File: src/rtl/xup_tff_toggle_arbiter.sv
// Four-requester round-robin arbiter that lets the granted requester XOR its mask into a shared T-FF vector.
// Define XUP_TFF_ARB_LOCK_EN to let a requester hold ownership via lock for back-to-back applications.
module xup_tff_toggle_arbiter #(
  parameter int SIZE  = 8,
  parameter int DELAY = 3
) (
  input  logic              clk,
  input  logic              reset,
  input  logic              en,
  input  logic              clr,
  input  logic [3:0]        req,
  input  logic [4*SIZE-1:0] t_in,
  input  logic [3:0]        lock,
  output logic [3:0]        gnt,
  output logic              busy,
  output logic [SIZE-1:0]   q
);

  typedef enum logic {
    IDLE  = 1'b0,
    GRANT = 1'b1
  } state_t;

  state_t          state, state_n;
  logic [1:0]      ptr, ptr_n;
  logic [3:0]      gnt_n;
  logic [SIZE-1:0] q_n;
  logic [1:0]      pick;
  logic [1:0]      cand;
  logic            found;
  logic            hold;
  logic [SIZE-1:0] mask [4];

  // Registered updates are zero-delay in this implementation; DELAY is kept for interface compatibility.
  logic [31:0] unused_delay;
  assign unused_delay = 32'(DELAY);

  for (genvar g = 0; g < 4; g++) begin : g_mask
    assign mask[g] = t_in[g*SIZE +: SIZE];
  end

`ifdef XUP_TFF_ARB_LOCK_EN
  assign hold = lock[ptr] & req[ptr];
`else
  logic [3:0] unused_lock;
  assign unused_lock = lock;
  assign hold = 1'b0;
`endif

  // Round-robin search starting just after the last granted index, wrapping back to it last.
  always_comb begin
    pick  = ptr;
    cand  = ptr;
    found = 1'b0;
    for (int i = 1; i <= 4; i++) begin
      cand = ptr + 2'(i);
      if (!found && req[cand]) begin
        pick  = cand;
        found = 1'b1;
      end
    end
  end

  // In GRANT the pointer already names the owner, so it doubles as the application index.
  always_comb begin
    state_n = state;
    ptr_n   = ptr;
    gnt_n   = gnt;
    q_n     = q;
    if (en) begin
      if (clr) begin
        state_n = IDLE;
        gnt_n   = 4'b0000;
        q_n     = '0;
      end else begin
        case (state)
          IDLE: begin
            if (found) begin
              state_n = GRANT;
              ptr_n   = pick;
              gnt_n   = 4'b0001 << pick;
            end else begin
              gnt_n   = 4'b0000;
            end
          end
          GRANT: begin
            q_n = q ^ mask[ptr];
            if (!hold) begin
              state_n = IDLE;
              gnt_n   = 4'b0000;
            end
          end
          default: begin
            state_n = IDLE;
            gnt_n   = 4'b0000;
          end
        endcase
      end
    end
  end

  // ptr resets to 3 so requester 0 is the first to win after reset.
  always_ff @(posedge clk or negedge reset) begin
    if (!reset) begin
      state <= IDLE;
      ptr   <= 2'd3;
      gnt   <= 4'b0000;
      q     <= '0;
    end else begin
      state <= state_n;
      ptr   <= ptr_n;
      gnt   <= gnt_n;
      q     <= q_n;
    end
  end

  assign busy = (state == GRANT);

endmodule

File: config.mk
export PLATFORM = sky130hd
export DESIGN_NAME = xup_tff_toggle_arbiter
export DESIGN_NICKNAME = d
export VERILOG_FILES = /design/src/rtl/xup_tff_toggle_arbiter.sv
export SDC_FILE = /design/constraint.sdc
export NUM_CORES = 1
export LEC_CHECK = 0
export CAP_MARGIN = 10
export CORE_MARGIN = 3
export CORE_UTILIZATION = 40
export DETAILED_ROUTE_END_ITERATION = 8
export PLACE_DENSITY = 0.84
export SLEW_MARGIN = 20
export SYNTH_ARGS = -nofsm -noshare
export SYNTH_HDL_FRONTEND = slang
export SYNTH_SLANG_ARGS = --single-unit
export TNS_END_PERCENT = 10
File: constraint.sdc
create_clock -name clk -period 4.85 [get_ports clk]
set_input_delay 0.485 -clock clk [delete_from_list [all_inputs] [get_ports clk]]
set_output_delay 0.485 -clock clk [all_outputs]
set_load 0.03 [all_outputs]
==> results of run 1 <==
per-layer routing:
| metal | track usage | vias up |
|---|---|---|
| li1 | - | 429 |
| met1 | 0.242 | 414 |
| met2 | 0.297 | 43 |
| met3 | 0.0397 | 4 |
| met4 | 0.0729 | 0 |
| met5 | 0 | - |
report_power, final:
part | total, mW | switching (mW) | internal (mW)
Sequential | 0.238 | 0.0652 | 0.173
Clock | 0.0713 | 0.0406 | 0.0306
Combinational | 0.348 | 0.162 | 0.185
Total | 0.657 | 0.268 | 0.389
area by class of cell:
class / instances / area share
multi-input combinational: 65 / 0.363
timing repair buffer: 52 / 0.341
sequential: 15 / 0.248
tap: 28 / 0.0230
clock buffer: 3 / 0.0148
inverter: 3 / 0.00738
clock inverter: 1 / 0.00328
cells in the final DEF (no fill, tap or decap), types with 3 or more instances in the layout:
cell type	instances
inv_1	3
o21ai_0	3
mux2i_1	9
o21ai_1	6
mux4_2	6
dfrtp_1	13
nor2_1	10
nand2_1	10
clkdlybuf4s50_1	52
clkbuf_4	3
cell usage after synthesis, types with 3 or more instances:
master / instances / area, um2
buf_2: 3 / 15.0
dfrtp_1: 13 / 325
inv_1: 3 / 11.3
mux2i_1: 9 / 90.1
mux4_2: 6 / 135
nand2_1: 10 / 37.5
nor2_1: 10 / 37.5
o21ai_0: 3 / 15.0
o21ai_1: 6 / 30.0
through the flow:
stage	utilization	setup slack, ns	cell area (um2)	hold WS [ns]	total power [mW]
floorplan	-	3.32	976	0.189	0.460
global placement	0.664	2.66	1500	0.474	0.579
detailed placement	0.664	2.59	1500	0.489	0.593
CTS	0.676	2.88	1530	0.511	0.665
global route	0.676	2.75	1530	0.543	0.703
finish	0.676	2.93	1530	0.509	0.657
logic make-up (layout without fill, tap and decap cells):
kind of cell / Yosys count / after routing / synth area share
simple gates: 29 / 29 / 0.156
mux: 17 / 17 / 0.285
flops: 15 / 15 / 0.387
buf+inv: 8 / 59 / 0.0462
compound gates: 19 / 19 / 0.126
state kept, by name (all words and copies together), names as in the netlist:
| signal | cells |
|---|---|
| gnt | 4 |
| ptr | 2 |
| q | 8 |
| busy | 1 |
worst max-delay path by stage:
stage,to,startpoint,slack (ns),depth (start not counted)
global route,q[2],clr,2.75,5
CTS,q[3],clr,2.88,5
floorplan,q[0],ptr[0],3.32,4
global placement,q[3],clr,2.66,5
detailed placement,q[3],clr,2.59,5
finish,busy,busy,2.93,1
worst register-to-register path, cell delays in order (launching register included):
cell	delay, ns
dfstp_2	0.75
mux4_1	0.64
mux2i_1	0.14
o21ai_0	0.17
==> run_results.csv, run 1 <==
group,metric,value,unit
detailed_routing,top_layer_used,"met4",
finish,final_cells,167,
run,drv_cap,0,
die,die_height,55.4,um
critical_path,reg2reg_to,"q[3]",
clock_network,numCtsBuffers,3,
yosys,yosysSeqAreaShare,0.387,
detailed_routing,routed_via_density,5.33,
yosys,postSynth.asyncResetShare,1.00,
clock_network,path_clk_slew,0.09,ns
timing,fmax,520,MHz
die,ioPinCount,57,
power_and_ir_drop,ir_worst_vdd,0.232,mV
detailed_routing,wl_met3,186,um
timing,worst_pin_slew,0.666,ns
timing,tns,0,ns
critical_path,critical_path_class,"register to primary output",
critical_path,cp-start-kind,"register",
clock_network,h-tree-depth,1,
critical_path,critPathTopFamily,"buffers and inverters",
power_and_ir_drop,p_leak,0.631,nW
critical_path,r2r-start,"ptr[0]",
finish,area_growth,56.3,%
power_and_ir_drop,powerDensity,431,nW/um2
yosys,synth-edff-count,0,
finish,seqCellArea,378,um2
global_route,track_usage,0.185,
clock_network,cts_sinks,15,
yosys,synthCells,88,
detailed_routing,ant_nets,0,
hold_path,hold_depth,1,
finish,final_nets,184,
global_route,grt.overflow.total,0,
detailed_routing,wl_met2,1280,um
clock_network,clock_path_buffers,2,
clock_network,cts_tree,"done",
outcome,status,"finished, final reports clean",
timing,slew_headroom,0.554,
die,rows,17,
detailed_routing,dr_total_vias,890,
die,die-area,3070,um2
finish,n_antenna_cell,0,
detailed_routing,drt-met1-wl,1120,um
critical_path,path_cells,"clkdlybuf4s50_1",
yosys,syn_area,976,um2
placement,dp.cells,163,
yosys,synth_nets,132,
hold_path,hp-start,"gnt[0]",
critical_path,rr_worst_depth,3,
yosys,netlist-cell-type-count,27,
placement,io_buffers,52,
timing,clock_skew,0.00312,ns
placement,gp_congestion,0.745,
finish,multiInputGateArea,553,um2
critical_path,critPathArrivalTime,1.44,ns
die,start_util,0.433,
critical_path,critPathMaxStageDelay,0.71,ns
detailed_routing,post_drt_wl_per_cell,15.8,um
timing,finalSetupViolations,0,
yosys,yosys_warnings,0,
timing,hold_violations,0,
clock_network,cts.repair.resized,0,
detailed_routing,drt_iter0_drc,8,
critical_path,slowest_stage,"clkdlybuf4s50_1",
timing,final_max_slew_viol_count,0,
clock_network,worstSkewPairLatency,0.28,ns
detailed_routing,drc_errors,0,
timing,rsz0062_at_grt,"no",
global_route,antenna_found_initial,0,
clock_network,cts_setup_buffers,0,
die,die_w,55.4,um
die,coreArea,2250,um2
critical_path,path_buf_inv,1,
yosys,ys_ff_latch,15,
hold_path,holdPathEnd,"gnt[0]",
yosys,synth_flop_cell,"dfrtp_1",
critical_path,crit_required,4.37,ns
hold_path,hold_path_class,"register to register",
timing,min_period,1.92,ns
critical_path,r2r_slack,3.06,ns
global_route,grt_pass1_wl,4520,um
finish,fillers,179,
detailed_routing,routed_wl,2640,um
timing,timing.final.crit_share,0.397,
global_route,grt_pass1_vias,899,
finish,drive_above_1_share,0.108,
clock_network,cts_root_buf,"clkbuf_4",
critical_path,crit_fanout,4,
clock_network,cts.hold.buffers_added,0,
global_route,grt_max_degree,17,
detailed_routing,drt-pass1-iter-count,4,
critical_path,crit_path_end_kind,"primary output",
placement,dpl.hpwl,2120,um
yosys,syn_area_per_cell,11.1,um2
Note: power is estimated with default switching activity, not from simulation.
==> inputs of run 2 (changes only) <==
CORE_UTILIZATION = 37   (was 40)
PLACE_DENSITY = 0.79   (was 0.84)
clock period = 2 ns   (was 4.85 ns; I/O delays follow)
==> run_results.csv, run 2 (same netlist as run 1, synthesis figures left out) <==
group,metric,value,unit
timing,finalSetupViolations,0,
clock_network,worstSkewPairLatency,0.28,ns
detailed_routing,drc_errors,0,
detailed_routing,routed_via_density,5.28,
die,die-area,3290,um2
power_and_ir_drop,ir_worst_vdd,0.763,mV
detailed_routing,drt-pass1-iter-count,4,
run,drv_cap,0,
clock_network,cts.repair.resized,0,
die,coreArea,2360,um2
clock_network,path_clk_slew,0.09,ns
finish,final_nets,187,
die,rows,17,
detailed_routing,ant_nets,0,
critical_path,cp-start-kind,"register",
timing,hold_violations,0,
power_and_ir_drop,power.share.sequential,0.351,
die,start_util,0.413,
power_and_ir_drop,power.share.clock,0.106,
global_route,grt.overflow.total,0,
die,die_height,57.4,um
timing,min_period,1.72,ns
clock_network,cts_root_buf,"clkbuf_4",
die,ioPinCount,57,
placement,gp_congestion,0.846,
finish,largest_reg_flops,8,
clock_network,cts_setup_buffers,0,
timing,rsz0062_at_grt,"no",
finish,top_register,"q",
power_and_ir_drop,internal_power,958,uW
clock_network,cts_tree,"done",
placement,dpl.hpwl,2030,um
timing,clock_skew,0.00146,ns
global_route,grt_max_degree,17,
timing,holdWs,0.321,ns
clock_network,cts.hold.buffers_added,0,
finish,reg.largest.list,"q: 8 flops, gnt: 4 flops, ptr: 2 flops",
finish,drive_above_1_share,0.120,
critical_path,critical_path_class,"register to register",
timing,worst_pin_slew,0.663,ns
power_and_ir_drop,swShare,0.402,
timing,final_max_slew_viol_count,0,
finish,n_antenna_cell,0,
detailed_routing,drt_iter0_drc,13,
global_route,grt_pass1_vias,917,
finish,area_growth,58.5,%
power_and_ir_drop,p_comb_frac,0.542,
critical_path,crit_fanout,13,
critical_path,crit_path_end_kind,"register",
global_route,grt_pass1_wl,4250,um
power_and_ir_drop,p_leak,0.643,nW
critical_path,critPathArrivalTime,1.89,ns
placement,io_buffers,52,
outcome,status,"finished, final reports clean",
finish,final_core_util,0.655,
global_route,track_usage,0.161,
finish,mostFrequentLayoutCells,"clkdlybuf4s50_1 (52), dfrtp_1 (13), nor2_1 (10), nand2_1 (10), mux2i_1 (9)",
timing,timing.final.crit_share,0.862,
timing,fmax,580,MHz
die,die_w,57.4,um
global_route,antenna_found_initial,0,
detailed_routing,routed_wl,2510,um
timing,slew_headroom,0.557,
hold_path,hold_path_class,"input port to asynchronous set/reset pin",
clock_network,numCtsBuffers,3,
critical_path,crit_required,2.17,ns
critical_path,rr_worst_depth,3,
finish,fillers,186,
power_and_ir_drop,netSwitchingPower,644,uW
power_and_ir_drop,powerDensity,1040,nW/um2
clock_network,cts_sinks,15,
finish,layout_commonest_cell,"clkdlybuf4s50_1",
timing,tns,0,ns
detailed_routing,post_drt_wl_per_cell,14.7,um
clock_network,h-tree-depth,1,
clock_network,clock_path_buffers,2,
detailed_routing,dr_total_vias,898,
run 2: final cells by class:
class | count | area [um2] | area share
Tap cell | 28 | 35.0 | 0.0227
Multi-Input combinational cell | 65 | 553 | 0.358
Timing Repair Buffer | 55 | 543 | 0.351
Inverter | 3 | 11.3 | 0.00728
Clock buffer | 4 | 26.3 | 0.0170
Sequential cell | 15 | 378 | 0.244
run 2: worst max-delay path, stage by stage, from the launching register on:
cell and delay [ns]:
dfstp_2 0.74, mux4_1 0.62, mux2i_1 0.16, o21ai_0 0.09
run 2: worst paths after layout:
kind / slack, ns / start / to
worst max-delay path: 0.28 / ptr[0] / q[3]
worst min-delay path: 0.32 / reset / gnt[1]
worst max register to register: 0.28 / ptr[0] / q[3]
worst min register to register: 0.50 / gnt[3] / gnt[3]
max in group asynchronous: 1.26 / reset / q[2]
min in group clk: 0.50 / gnt[3] / gnt[3]
run 2: metal layers:
layer / GRT usage / routed length [um] / vias to the layer above
li1: - / - / 436
met1: 0.191 / 1060 / 427
met2: 0.297 / 1280 / 33
met3: 0.0520 / 169 / 2
met4: 0.00662 / 2 / 0
met5: 0 / 0 / -
run 2: power by group through the flow:
stage / logic, mW / clock network (mW) / registers [mW]
floorplan: 0.432 / 0 / 0.682
global placement: 0.859 / 0 / 0.563
detailed placement: 0.876 / 0 / 0.575
CTS: 0.878 / 0.181 / 0.569
global route: 0.927 / 0.191 / 0.592
finish: 0.869 / 0.170 / 0.563
run 2: metrics by stage:
step	power (mW)	std cells	cell area (um2)	worst slack, ns
after global routing	1.71	170	1550	0.134
after CTS	1.63	170	1550	0.247
final	1.60	170	1550	0.276
after floorplan	1.11	88	976	0.465
after detailed placement	1.45	166	1520	0.256
after global placement	1.42	166	1520	0.289
==> inputs of run 3 (changes only) <==
GPL_ROUTABILITY_DRIVEN = 0   (was default)
TNS_END_PERCENT = default   (was 10)
==> results of run 3 <==
No change in the layout: final DEF, timing and power equal those of run 2.
